$ cat src/rtl/decode_issue_stage.sv
// decode_issue_stage: single-issue RISC-V decode stage feeding an EXE latch.
// Decodes one instruction per cycle, builds all immediate formats sign-extended
// to XLEN, forwards rs1/rs2 from EXE/MEM/WB, stalls on load-use hazards and
// registers the decoded result under a valid/ready handshake with flush.
//
// Ports:
//   CLK, RESET                 clock, synchronous active-high reset
//   DE_V/DE_IR/DE_NPC          incoming instruction, valid and PC+4
//   DE_READY                   instruction accepted this cycle (combinational)
//   RS1_ADDR/RS2_ADDR          register file read addresses (combinational)
//   RS1_DATA/RS2_DATA          register file read data
//   EXE_FWD_*/MEM_FWD_*/WB_FWD_* forwarding sources from later stages
//   FLUSH                      kill decode and EXE latch contents
//   EXE_READY                  execute stage can accept
//   EXE_*                      registered EXE latch payload
//   STALL_CNT                  saturating count of hazard bubbles
module decode_issue_stage #(
  parameter int unsigned XLEN         = 64,
  parameter bit          MEM_LOAD_FWD = 1'b0,
  parameter int unsigned CNT_W        = 16
) (
  input  logic             CLK,
  input  logic             RESET,
  input  logic             DE_V,
  input  logic [31:0]      DE_IR,
  input  logic [XLEN-1:0]  DE_NPC,
  output logic             DE_READY,
  output logic [4:0]       RS1_ADDR,
  output logic [4:0]       RS2_ADDR,
  input  logic [XLEN-1:0]  RS1_DATA,
  input  logic [XLEN-1:0]  RS2_DATA,
  input  logic             EXE_FWD_V,
  input  logic             EXE_FWD_WE,
  input  logic             EXE_FWD_LD,
  input  logic [4:0]       EXE_FWD_RD,
  input  logic [XLEN-1:0]  EXE_FWD_DATA,
  input  logic             MEM_FWD_V,
  input  logic             MEM_FWD_WE,
  input  logic             MEM_FWD_LD,
  input  logic [4:0]       MEM_FWD_RD,
  input  logic [XLEN-1:0]  MEM_FWD_DATA,
  input  logic             WB_FWD_V,
  input  logic             WB_FWD_WE,
  input  logic [4:0]       WB_FWD_RD,
  input  logic [XLEN-1:0]  WB_FWD_DATA,
  input  logic             FLUSH,
  input  logic             EXE_READY,
  output logic             EXE_V,
  output logic [31:0]      EXE_IR,
  output logic [XLEN-1:0]  EXE_NPC,
  output logic [XLEN-1:0]  EXE_OP1,
  output logic [XLEN-1:0]  EXE_OP2,
  output logic [XLEN-1:0]  EXE_IMM,
  output logic [XLEN-1:0]  EXE_STORE_DATA,
  output logic             EXE_ECALL,
  output logic             EXE_ILLEGAL,
  output logic [CNT_W-1:0] STALL_CNT
);

  localparam logic [6:0] OPC_LUI       = 7'b0110111;
  localparam logic [6:0] OPC_AUIPC     = 7'b0010111;
  localparam logic [6:0] OPC_JAL       = 7'b1101111;
  localparam logic [6:0] OPC_JALR      = 7'b1100111;
  localparam logic [6:0] OPC_BRANCH    = 7'b1100011;
  localparam logic [6:0] OPC_LOAD      = 7'b0000011;
  localparam logic [6:0] OPC_STORE     = 7'b0100011;
  localparam logic [6:0] OPC_OP_IMM    = 7'b0010011;
  localparam logic [6:0] OPC_OP_IMM_32 = 7'b0011011;
  localparam logic [6:0] OPC_OP        = 7'b0110011;
  localparam logic [6:0] OPC_OP_32     = 7'b0111011;
  localparam logic [6:0] OPC_MISC_MEM  = 7'b0001111;
  localparam logic [6:0] OPC_SYSTEM    = 7'b1110011;
  localparam logic       IS_RV32       = (XLEN == 32);

  typedef struct packed {
    logic            haz;
    logic [XLEN-1:0] data;
  } opnd_t;

  typedef enum logic [1:0] {OP1_RS1, OP1_PC, OP1_ZERO} op1_sel_e;

  // Flops
  logic             exe_v_q,       exe_v_d;
  logic [31:0]      exe_ir_q,      exe_ir_d;
  logic [XLEN-1:0]  exe_npc_q,     exe_npc_d;
  logic [XLEN-1:0]  exe_op1_q,     exe_op1_d;
  logic [XLEN-1:0]  exe_op2_q,     exe_op2_d;
  logic [XLEN-1:0]  exe_imm_q,     exe_imm_d;
  logic [XLEN-1:0]  exe_sdata_q,   exe_sdata_d;
  logic             exe_ecall_q,   exe_ecall_d;
  logic             exe_illegal_q, exe_illegal_d;
  logic [CNT_W-1:0] stall_cnt_q,   stall_cnt_d;

  // Decode results
  logic [6:0]       opcode;
  logic [2:0]       funct3;
  logic             use_rs1, use_rs2, op2_is_rs2, illegal;
  op1_sel_e         op1_sel;
  logic [XLEN-1:0]  imm, imm_i, imm_s, imm_b, imm_u, imm_j, shamt_w, shamt_x;
  logic [XLEN-1:0]  op1;
  opnd_t            src_a, src_b;
  logic             hazard, advance;

  // Youngest matching producer wins; a load not yet forwardable is a hazard.
  // An RD of x0 can never match because addr x0 is resolved first.
  function automatic opnd_t fwd_sel(input logic [4:0] addr, input logic [XLEN-1:0] rf_data);
    opnd_t r;
    r.haz  = 1'b0;
    r.data = rf_data;
    if (addr == 5'd0) begin
      r.data = '0;
    end else if (EXE_FWD_V && EXE_FWD_WE && (EXE_FWD_RD == addr)) begin
      if (EXE_FWD_LD) r.haz  = 1'b1;
      else            r.data = EXE_FWD_DATA;
    end else if (MEM_FWD_V && MEM_FWD_WE && (MEM_FWD_RD == addr)) begin
      if (MEM_FWD_LD && !MEM_LOAD_FWD) r.haz  = 1'b1;
      else                             r.data = MEM_FWD_DATA;
    end else if (WB_FWD_V && WB_FWD_WE && (WB_FWD_RD == addr)) begin
      r.data = WB_FWD_DATA;
    end
    return r;
  endfunction

  assign opcode   = DE_IR[6:0];
  assign funct3   = DE_IR[14:12];
  assign RS1_ADDR = DE_IR[19:15];
  assign RS2_ADDR = DE_IR[24:20];

  // Immediate formats, sign-extended from IR[31]
  assign imm_i   = XLEN'($signed(DE_IR[31:20]));
  assign imm_s   = XLEN'($signed({DE_IR[31:25], DE_IR[11:7]}));
  assign imm_b   = XLEN'($signed({DE_IR[31], DE_IR[7], DE_IR[30:25], DE_IR[11:8], 1'b0}));
  assign imm_u   = XLEN'($signed({DE_IR[31:12], 12'b0}));
  assign imm_j   = XLEN'($signed({DE_IR[31], DE_IR[19:12], DE_IR[20], DE_IR[30:21], 1'b0}));
  // Full-width shifts take a 6-bit shamt on RV64; word shifts always 5-bit
  assign shamt_x = IS_RV32 ? XLEN'(DE_IR[24:20]) : XLEN'(DE_IR[25:20]);
  assign shamt_w = XLEN'(DE_IR[24:20]);

  // Opcode decode: operand usage, immediate format, operand selects
  always_comb begin
    use_rs1    = 1'b1;
    use_rs2    = 1'b0;
    op2_is_rs2 = 1'b0;
    illegal    = 1'b0;
    op1_sel    = OP1_RS1;
    imm        = '0;
    unique case (opcode)
      OPC_LUI:       begin use_rs1 = 1'b0; op1_sel = OP1_ZERO; imm = imm_u; end
      OPC_AUIPC:     begin use_rs1 = 1'b0; op1_sel = OP1_PC;   imm = imm_u; end
      OPC_JAL:       begin use_rs1 = 1'b0; op1_sel = OP1_PC;   imm = imm_j; end
      OPC_JALR,
      OPC_LOAD,
      OPC_MISC_MEM,
      OPC_SYSTEM:    imm = imm_i;
      OPC_BRANCH:    begin use_rs2 = 1'b1; op2_is_rs2 = 1'b1; imm = imm_b; end
      OPC_STORE:     begin use_rs2 = 1'b1; imm = imm_s; end
      OPC_OP_IMM:    imm = (funct3 == 3'b001 || funct3 == 3'b101) ? shamt_x : imm_i;
      OPC_OP_IMM_32: begin
        illegal = IS_RV32;
        imm     = (funct3 == 3'b001 || funct3 == 3'b101) ? shamt_w : imm_i;
      end
      OPC_OP:        begin use_rs2 = 1'b1; op2_is_rs2 = 1'b1; end
      OPC_OP_32:     begin use_rs2 = 1'b1; op2_is_rs2 = 1'b1; illegal = IS_RV32; end
      default:       illegal = 1'b1;
    endcase
  end

  // Forwarding, hazard and operand muxing
  always_comb begin
    src_a    = fwd_sel(RS1_ADDR, RS1_DATA);
    src_b    = fwd_sel(RS2_ADDR, RS2_DATA);
    hazard   = (use_rs1 && src_a.haz) || (use_rs2 && src_b.haz);
    advance  = EXE_READY || !exe_v_q;
    DE_READY = advance && !hazard && !FLUSH;
    unique case (op1_sel)
      OP1_PC:   op1 = DE_NPC - XLEN'(4);
      OP1_ZERO: op1 = '0;
      default:  op1 = src_a.data;
    endcase
  end

  // EXE latch next state: flush > load > bubble > hold
  always_comb begin
    exe_v_d       = exe_v_q;
    exe_ir_d      = exe_ir_q;
    exe_npc_d     = exe_npc_q;
    exe_op1_d     = exe_op1_q;
    exe_op2_d     = exe_op2_q;
    exe_imm_d     = exe_imm_q;
    exe_sdata_d   = exe_sdata_q;
    exe_ecall_d   = exe_ecall_q;
    exe_illegal_d = exe_illegal_q;
    stall_cnt_d   = stall_cnt_q;
    if (FLUSH) begin
      exe_v_d = 1'b0;
    end else if (advance) begin
      if (DE_V && !hazard) begin
        exe_v_d       = 1'b1;
        exe_ir_d      = DE_IR;
        exe_npc_d     = DE_NPC;
        exe_op1_d     = op1;
        exe_op2_d     = op2_is_rs2 ? src_b.data : imm;
        exe_imm_d     = imm;
        exe_sdata_d   = src_b.data;
        exe_ecall_d   = (DE_IR == 32'h0000_0073);
        exe_illegal_d = illegal;
      end else begin
        exe_v_d = 1'b0;
      end
      if (DE_V && hazard && (stall_cnt_q != {CNT_W{1'b1}})) begin
        stall_cnt_d = stall_cnt_q + CNT_W'(1);
      end
    end
  end

  always_ff @(posedge CLK) begin
    if (RESET) begin
      exe_v_q       <= 1'b0;
      exe_ir_q      <= '0;
      exe_npc_q     <= '0;
      exe_op1_q     <= '0;
      exe_op2_q     <= '0;
      exe_imm_q     <= '0;
      exe_sdata_q   <= '0;
      exe_ecall_q   <= 1'b0;
      exe_illegal_q <= 1'b0;
      stall_cnt_q   <= '0;
    end else begin
      exe_v_q       <= exe_v_d;
      exe_ir_q      <= exe_ir_d;
      exe_npc_q     <= exe_npc_d;
      exe_op1_q     <= exe_op1_d;
      exe_op2_q     <= exe_op2_d;
      exe_imm_q     <= exe_imm_d;
      exe_sdata_q   <= exe_sdata_d;
      exe_ecall_q   <= exe_ecall_d;
      exe_illegal_q <= exe_illegal_d;
      stall_cnt_q   <= stall_cnt_d;
    end
  end

  assign EXE_V          = exe_v_q;
  assign EXE_IR         = exe_ir_q;
  assign EXE_NPC        = exe_npc_q;
  assign EXE_OP1        = exe_op1_q;
  assign EXE_OP2        = exe_op2_q;
  assign EXE_IMM        = exe_imm_q;
  assign EXE_STORE_DATA = exe_sdata_q;
  assign EXE_ECALL      = exe_ecall_q;
  assign EXE_ILLEGAL    = exe_illegal_q;
  assign STALL_CNT      = stall_cnt_q;

endmodule

$ cat config.mk
export PLATFORM = sky130hd
export DESIGN_NAME = decode_issue_stage
export DESIGN_NICKNAME = d
export VERILOG_FILES = /design/src/rtl/decode_issue_stage.sv
export SDC_FILE = /design/constraint.sdc
export NUM_CORES = 1
export LEC_CHECK = 0
export ABC_AREA = 1
export BUFFER_PORTS_ARGS = -buffer_cell sky130_fd_sc_hd__buf_2
export CAP_MARGIN = 5
export CORE_AREA = 2 2 318 320
export DETAILED_ROUTE_END_ITERATION = 7
export DIE_AREA = 0 0 320 322
export HOLD_SLACK_MARGIN = 0.15
export MAX_ROUTING_LAYER = met4
export PLACE_DENSITY_LB_ADDON = 0.15
export SLEW_MARGIN = 15
export SYNTH_ARGS = -nofsm -noshare
export SYNTH_HDL_FRONTEND = slang
export SYNTH_SLANG_ARGS = --single-unit
$ cat constraint.sdc
create_clock -name CLK -period 3 [get_ports CLK]
set_input_delay 0.45 -clock CLK [delete_from_list [all_inputs] [get_ports CLK]]
set_output_delay 0.45 -clock CLK [all_outputs]
set_load 0.05 [all_outputs]
== After elaboration in Yosys (flattened, before gate mapping) ==
Cells that the tools add are included.
Word-level totals
  memory bits (writable): 0
  bits of input ports: 444
  flip-flop bits (word level): 371
  output and inout bits: 382
  memories: 0
  bits in read-only memories: 0
  latch bits: 0
  logic and storage cells: 101
Operators by class
  reductions and logical operators: 34
  shift operators: 0
  mux-type cells: 29
  bitwise operators: 1
  add/sub/neg operators: 2
  magnitude comparators: 0
  multipliers: 0
  div/mod/pow operators: 0
  equality and inequality tests: 25
Operator list (count)
  $mux 64: 13
  $pmux 64 s7: 1
  $mux 65: 2
  $pmux 64 s2: 1
  $sub 64x3->64 const B: 1
  $eq 32x7->1 const B: 1
  $eq 5x5->1: 6
  $eq 7x6->1 const B: 4
  $eq 7x7->1 const B: 4
  $eq 7x5->1 const B: 3
  $add 16x1->16 const B: 1
  $logic_and 1x1->1: 16
  $ne 16x16->1 const B: 1
  $reduce_or 13->1: 1
  $mux 1: 11
  $logic_not 5->1: 2
  $reduce_or 4->1: 2
  $eq 7x2->1 const B: 1
  $eq 7x4->1 const B: 1
  $reduce_and 3->1: 2
  $reduce_or 2->1: 3
  $reduce_or 3->1: 2
  $pmux 2 s2: 1
  $eq 3x1->1 const B: 1
  other kinds (6): 10

== Longest topological paths before layout ==
Gate-level depths: netlist of run 1.
  word-level depth: 11
  depth in mapped cells: 16

== Least setup slack after synthesis of run 1 ==
Ideal clock, no wire load.
  path type: register to register
  from: reg stall_cnt_q[0] (netlist: STALL_CNT[0])
  to: reg stall_cnt_q[0] (netlist: STALL_CNT[0])
  library setup time: 0.146 ns
  period minus slack after synthesis: 2.506 ns
  required time: 2.854 ns
  arrival time: 2.360 ns
  path slack: 0.494 ns
  cell stages (with the launch flop): 10
  cell sequence: dfxtp_1 > ha_1 > nand2_1 > nor3_1 > a41oi_1 > nand2_1 > inv_1 > buf_2 > o21ai_0 > a21oi_1
On the way
  longest elaborated chain between the ends: 3
  elaborated cells on any way between the ends: 4
  classes of those cells: add/sub: 1; eq/ne: 1; reduce/logical: 2
Ends and longest elaborated chain
  start, declared: line 92  | logic [CNT_W-1:0] stall_cnt_q, stall_cnt_d;
  start signal, assigned: line 238  | stall_cnt_q <= stall_cnt_d;
  parallel branches: the longest is 3 deep, another holds $add 16x1->16
Several ways; the timed one is not identified.
A chain may end at the register's enable or synchronous reset.

== Final worst setup path of run 1 ==
  from: in DE_IR[3]
  to: out DE_READY
On the way
  longest elaborated chain between the ends: 8
  elaborated cells on any way between the ends: 17
  classes of those cells: eq/ne: 7; mux: 2; reduce/logical: 8
Ends and longest elaborated chain
  start, declared: line 25  | input logic [31:0] DE_IR,
  $eq 7x6->1 (tied with other cells): line 147  | unique case (opcode)
  $reduce_or 4->1 (no line) or $reduce_or 3->1 (tied branches)
  $mux 1: line 147
  $logic_and 1x1->1: line 172  | hazard = (use_rs1 && src_a.haz) || (use_rs2 && src_b.haz);
  $logic_or 1x1->1 (*): line 172
  $logic_not 1->1 (*): line 174  | DE_READY = advance && !hazard && !FLUSH;
  $logic_and 1x1->1 (*) (2 in series): line 174
  end, declared: line 27  | output logic DE_READY,
Every way passes the cells marked *; elsewhere a longest branch is shown, timed or not.

==> run_results.csv, run 1 <==
group,metric,value,unit
run_status,status,"completed",
finish,area.growth.synth_to_final,36.9,%
placed_design,dpl.hpwl,121,mm
global_routing,grt_pass1_wl,214,mm
global_routing,antenna_found_initial,55,
cts,cts_setup_buffers,0,
worst_setup_path,crit_required,2.55,ns
cts,cts_buffers,47,
timing,setup_tns,0,ns
synthesis,postSynthCellCount,3924,
floorplan,die-height,322,um
synthesis,synth_warnings,0,
floorplan,die_w,320,um
timing,clock_skew,0.0517,ns
cts,root_buffer,"clkbuf_16",
placed_design,post-place-ws,0.123,ns
timing,clock.fmax,0.351,GHz
floorplan,dieArea,0.103,sq mm
worst_setup_path,critPathKind,"input port to output pin",
worst_setup_path,cp-start-kind,"input port",
cts,path_clk_slew,0.06,ns
global_routing,grt.total_usage,29.5,%
finish,fin_area,0.0316,sq mm
timing,slew_headroom,43.2,%
routing,dr.pass1.iters,6,
routing,routed.top_layer,"met4",
timing,slew_viol_final,0,
power_and_ir_drop,power_density,469,mW/mm^2
floorplan,initial_core_util,23.1,%
routing,drt_iter0_markers,3320,
worst_setup_path,critPathArrivalTime,2.40,ns
synthesis,synth_area_leader_cell,"dfxtp_1",
synthesis,synth_nets,4371,
cts,cts_tree,"done",
synthesis,synth.area.mux_share,0,%
synthesis,syn_area,0.0230,sq mm
global_routing,grt_pass1_vias,28478,
synthesis,synth_seq_cells,339,
worst_setup_path,cpMostUsedCell,"nand2_1",
global_routing,overflow,0,
synthesis,post_synth_and_or_nand_nor_area_fraction,34.5,%
worst_setup_path,crit_path_top_delay_cell,"dlygate4sd3_1",
cts,cts.sinks,339,
finish,drive_above_1_share,24.2,%
synthesis,synth_compound_area_share,23.4,%
cts,htreeDepth,2,
finish,final_common_cell,"buf_2",
routing,wl_met3,11.9,mm
timing,layout_min_cycle_time,2.85,ns
worst_setup_path,path_cells,"buf_2 -> dlygate4sd3_1 -> inv_1 -> nand2_1 -> inv_4 -> nand2_2 -> nand2_1 -> nand2_1 -> nor2_1 -> nand2_2 -> nand2_4 -> buf_4 -> nor2_1 -> clkbuf_4",
finish,final_nets,5181,
synthesis,synth_top_family_by_area,"simple AND/OR/NAND/NOR gates",
floorplan,num_rows,116,
worst_setup_path,cpPeakStageDelay,0.55,ns
routing,wl_per_cell,25.4,um
job,drv_cap,0,
worst_setup_path,worst-path-max-fanout,9,
power_and_ir_drop,vdd_drop_max,0.000372,V
global_routing,grt_max_degree,92,
synthesis,yosysTopAreaCellShare,29.4,%
floorplan,boundaryPins,826,
placed_design,gp_congestion,0.965,
routing,ant_nets,0,
routing,wl_met1,69.2,mm
timing,final_hold_viol_count,0,
timing,setup_violations,0,
min_path,hp-class,"input port to register",
routing,wl_met2,69.7,mm
cts,clk-insertion-delay-late,0.66,ns
timing,grt_setup_unrepaired,"false",
synthesis,syn-mean-instance-area,5.87,sq um
synthesis,synth.yosys.seq_area_share,29.4,%
placed_design,dpl_cell_area,0.0291,sq mm
timing,worst_slack,0.151,ns
worst_setup_path,end_kind,"output pin",
placed_design,port_buffers,825,
routing,drcViolationCount,0,
routing,vias,30581,
synthesis,synthAdderAreaFrac,0.163,%
finish,layout_common_cells,"buf_2, nand2_1, nor2_1, a21oi_1, o21ai_0",
timing,tightest_slew,0.851,ns
routing,vias_per_cell,5.01,
synthesis,synth_xor_area_share,0.760,%
power_and_ir_drop,p_leak,15.4,nW
routing,drt-total-wl,155,mm
synthesis,yosys.cell_types.count,41,
synthesis,yosys-top-cells-area,"dfxtp_1, nand2_1, a21oi_1",
timing,post-route-period-util,95.0,%
floorplan,core,0.0996,sq mm
timing,timing.hold.ws,0.189,ns
cts,clk_path_buf_depth,3,
## sequential cells by signal, summed over array words and instances, names as in the netlist, 16 cells and up
register	cells
EXE_NPC	64
EXE_OP1	64
EXE_OP2	64
EXE_STORE_DATA	64
EXE_IMM	32
EXE_IR	32
STALL_CNT	16
## area by class of cell
cell class / count / area, sq um
clock buffers: 64 / 1340
clock inverters: 23 / 267
well taps: 1298 / 1620
inverters: 307 / 1160
repair buffers: 1070 / 6640
diodes: 29 / 72.6
fillers: 11301 / 68000
flip-flops and latches: 339 / 6790
multi-input cells: 2969 / 13700
## final timing paths
path                startpoint           end  slack, ns  depth (start not counted)
setup / recovery      DE_IR[3]      DE_READY       0.15                         14
hold / removal      DE_NPC[52]   EXE_NPC[52]       0.19                          3
setup reg to reg         EXE_V   EXE_OP1[36]       0.62                          9
hold reg to reg   STALL_CNT[4]  STALL_CNT[4]       0.46                          2
## stage by stage
stage / std cells / power (mW) / utilization (%)
finish: 6099 / 14.8 / 31.7
global route: 6098 / 15.3 / 31.7
CTS: 6070 / 14.9 / 31.6
detailed placement: 5904 / 8.78 / 29.2
global placement: 5904 / 8.80 / 29.2
floorplan: 3924 / 7.18 / -
## worst max-delay path, delay by kind of cell
family,cells,cell delay [ns]
buffers and inverters,6,1.25
and+or+nand+nor,8,0.70
## metal layers
layer / global-route usage (%) / vias up
met2: 45.6 / 1425
met4: 7.82 / 0
met5: - / -
li1: - / 14525
met3: 5.49 / 202
met1: 39.3 / 14429
## timing repair
action	CTS	global route
gates resized for setup	0	3
hold endpoints to repair	78	0
hold buffers	79	0
setup endpoints to repair	0	1
## synth_stat cells
library cell,count
xnor2_1,5
nand2_1,814
buf_1,21
a31oi_1,2
nand3b_1,16
o21ai_0,436
o211a_1,1
nor3_2,4
buf_4,53
clkinv_1,5
clkbuf_1,158
a41oi_1,1
nor3b_1,2
o21a_1,12
o22ai_1,1
nand2_2,3
buf_6,12
nor4_1,8
a211oi_1,1
o21ai_1,22
or2_2,41
a21o_1,1
nor3_1,17
a31o_2,1
nor2_1,640
nand2_4,1
dfxtp_1,339
inv_1,291
xor2_1,15
nand3_1,301
nor3_4,1
a21oi_1,503
nand3_2,2
nand4_1,52
nor2_2,3
o211ai_1,41
nor2_8,1
buf_2,65
ha_1,3
o21bai_1,18
inv_2,11
## where the power goes
part	internal, mW	leakage, nW	switching, mW
sequential	4.74	2.77	0.142
combinational	1.07	11.9	2.86
clock	3.43	0.773	2.56
## kinds of logic (layout without fill, tap and decap cells)
logic type | after synthesis | count (layout)
flops | 339 | 339
fa+ha+maj | 3 | 3
other cells | 0 | 29
xor+xnor | 20 | 20
buf+inv | 616 | 1464
simple gates | 1906 | 1906
compound gates | 1040 | 1040
No activity file was read; power rests on OpenSTA's default activity.
==> run 2, diff against run 1 <==
--- a/config.mk
+++ b/config.mk
@@ -14,6 +14,7 @@
 export HOLD_SLACK_MARGIN = 0.15
 export MAX_ROUTING_LAYER = met4
 export PLACE_DENSITY_LB_ADDON = 0.15
+export RECOVER_POWER = 100
 export SLEW_MARGIN = 15
 export SYNTH_ARGS = -nofsm -noshare
 export SYNTH_HDL_FRONTEND = slang
==> run_results.csv, run 2 (synthesis gave the netlist of run 1 again) <==
group,metric,value,unit
run_status,status,"completed",
global_routing,grt.total_usage,29.5,%
floorplan,boundaryPins,826,
finish,area.growth.synth_to_final,34.5,%
cts,htreeDepth,2,
routing,dr.pass1.iters,6,
placed_design,dpl.hpwl,121,mm
timing,setup_violations,0,
finish,layout_common_cells,"nand2_1, nor2_1, a21oi_1, buf_2, o21ai_0",
placed_design,place_inst,5904,
timing,grt_setup_unrepaired,"false",
timing,clock_skew,0.0474,ns
timing,slew_viol_final,0,
worst_setup_path,r2r_end,"EXE_OP1[32]",
finish,final_common_cell,"nand2_1",
floorplan,die_w,320,um
global_routing,grt_pass1_vias,28478,
global_routing,grt_max_degree,92,
global_routing,grtUsageMet1,39.3,%
min_path,min_from,"DE_NPC[52]",
routing,vias,30451,
worst_setup_path,worst-path-max-fanout,28,
cts,cts_buffers,47,
cts,path_clk_slew,0.06,ns
floorplan,initial_core_util,23.1,%
cts,cts_tree,"done",
placed_design,gp_congestion,0.965,
timing,layout_min_cycle_time,2.84,ns
global_routing,grt.met2_usage,45.6,%
worst_setup_path,critPathKind,"input port to register",
worst_setup_path,r2r_setup_slack,0.47,ns
min_path,whs_endpoint,"EXE_NPC[52]",
worst_setup_path,cp-start-kind,"input port",
floorplan,num_rows,116,
global_routing,busiest_layer,"met2",
routing,drt_iter0_markers,3326,
min_path,whs_path_depth,3,
timing,worst_slack,0.161,ns
cts,root_buffer,"clkbuf_16",
power_and_ir_drop,vdd_drop_max,0.000371,V
cts,cts.sinks,339,
timing,post-route-period-util,94.6,%
cts,clk_path_buf_depth,3,
routing,drcViolationCount,0,
routing,wl_per_cell,25.4,um
timing,setup_tns,0,ns
min_path,hp-class,"input port to register",
global_routing,overflow,0,
power_and_ir_drop,p_leak,13.8,nW
routing,drt-total-wl,155,mm
worst_setup_path,end_kind,"register",
global_routing,grt_pass1_wl,214,mm
timing,clock.fmax,0.352,GHz
job,drv_cap,0,
power_and_ir_drop,power_density,475,mW/mm^2
finish,drive_above_1_share,16.1,%
routing,vias_per_cell,4.99,
worst_setup_path,rr_worst_depth,10,
worst_setup_path,critPathArrivalTime,3.33,ns
placed_design,port_buffers,825,
cts,cts_setup_buffers,0,
timing,timing.hold.ws,0.200,ns
floorplan,dieArea,0.103,sq mm
floorplan,core,0.0996,sq mm
timing,final_hold_viol_count,0,
worst_setup_path,crit_required,3.49,ns
finish,stdcell_count,6103,
finish,final_nets,5181,
timing,slew_headroom,19.4,%
global_routing,antenna_found_initial,55,
routing,ant_nets,0,
global_routing,met3_usage,5.49,%
floorplan,die-height,322,um
timing,tightest_slew,1.21,ns
placed_design,post-place-ws,0.123,ns
worst_setup_path,regToRegStartpoint,"EXE_V",
power_and_ir_drop,p_total,14.7,mW
cts,clk-insertion-delay-late,0.65,ns
[run 2: metrics by stage]
| stage | cell area, sq um | util (%) |
|---|---|---|
| 2_1_floorplan | 23000 | - |
| 3_3_place_gp | 29100 | 29.2 |
| 3_5_place_dp | 29100 | 29.2 |
| 4_1_cts | 31500 | 31.6 |
| 5_1_grt | 31000 | 31.1 |
| 6_report | 31000 | 31.1 |
[run 2: how the worst max path moves through the flow]
| stage | start | end | depth (start not counted) |
|---|---|---|---|
| after floorplan | STALL_CNT[0] | STALL_CNT[0] | 9 |
| after CTS | DE_IR[4] | DE_READY | 12 |
| after global placement | DE_IR[17] | EXE_OP1[36] | 11 |
| final | DE_IR[4] | EXE_OP1[36] | 12 |
| after detailed placement | DE_IR[1] | EXE_OP1[36] | 13 |
| after global routing | DE_NPC[4] | EXE_OP1[55] | 15 |
[run 2: repair_timing]
action / CTS / global route
hold buffers: 79 / 0
hold endpoints to repair: 78 / 0
endpoints found under the setup margin: 0 / 1
resized for setup: 0 / 3
[run 2: area by class of cell]
class,instances,area (sq um)
Antenna cell,33,82.6
Inverter,307,1160
Timing Repair Buffer,1070,6100
Fill cell,11474,68600
Clock buffer,64,1340
Sequential cell,339,6790
Tap cell,1298,1620
Clock inverter,23,267
Multi-Input combinational cell,2969,13600
[run 2: power by group]
part	total, mW	switching, mW	internal, mW
clock network	5.98	2.55	3.43
registers	4.89	0.151	4.74
logic	3.84	2.86	0.985
[run 2: worst max-delay path, stage by stage]
cell and delay, ns:
buf_2 0.12, dlygate4sd3_1 0.55, inv_1 0.09, nor3_1 0.32
nand2_1 0.09, nand2_1 0.08, ha_1 0.30, nand2_1 0.14
clkbuf_4 0.51, a21oi_1 0.11, a21oi_1 0.42, a21oi_1 0.12
[run 2: routing by layer]
metal	routed length [um]	up-vias	share of wire, %
met5	0	-	0
met4	3760	0	2.4
met3	12000	192	7.8
met2	69800	1342	45
met1	69300	14381	45
li1	-	14536	-
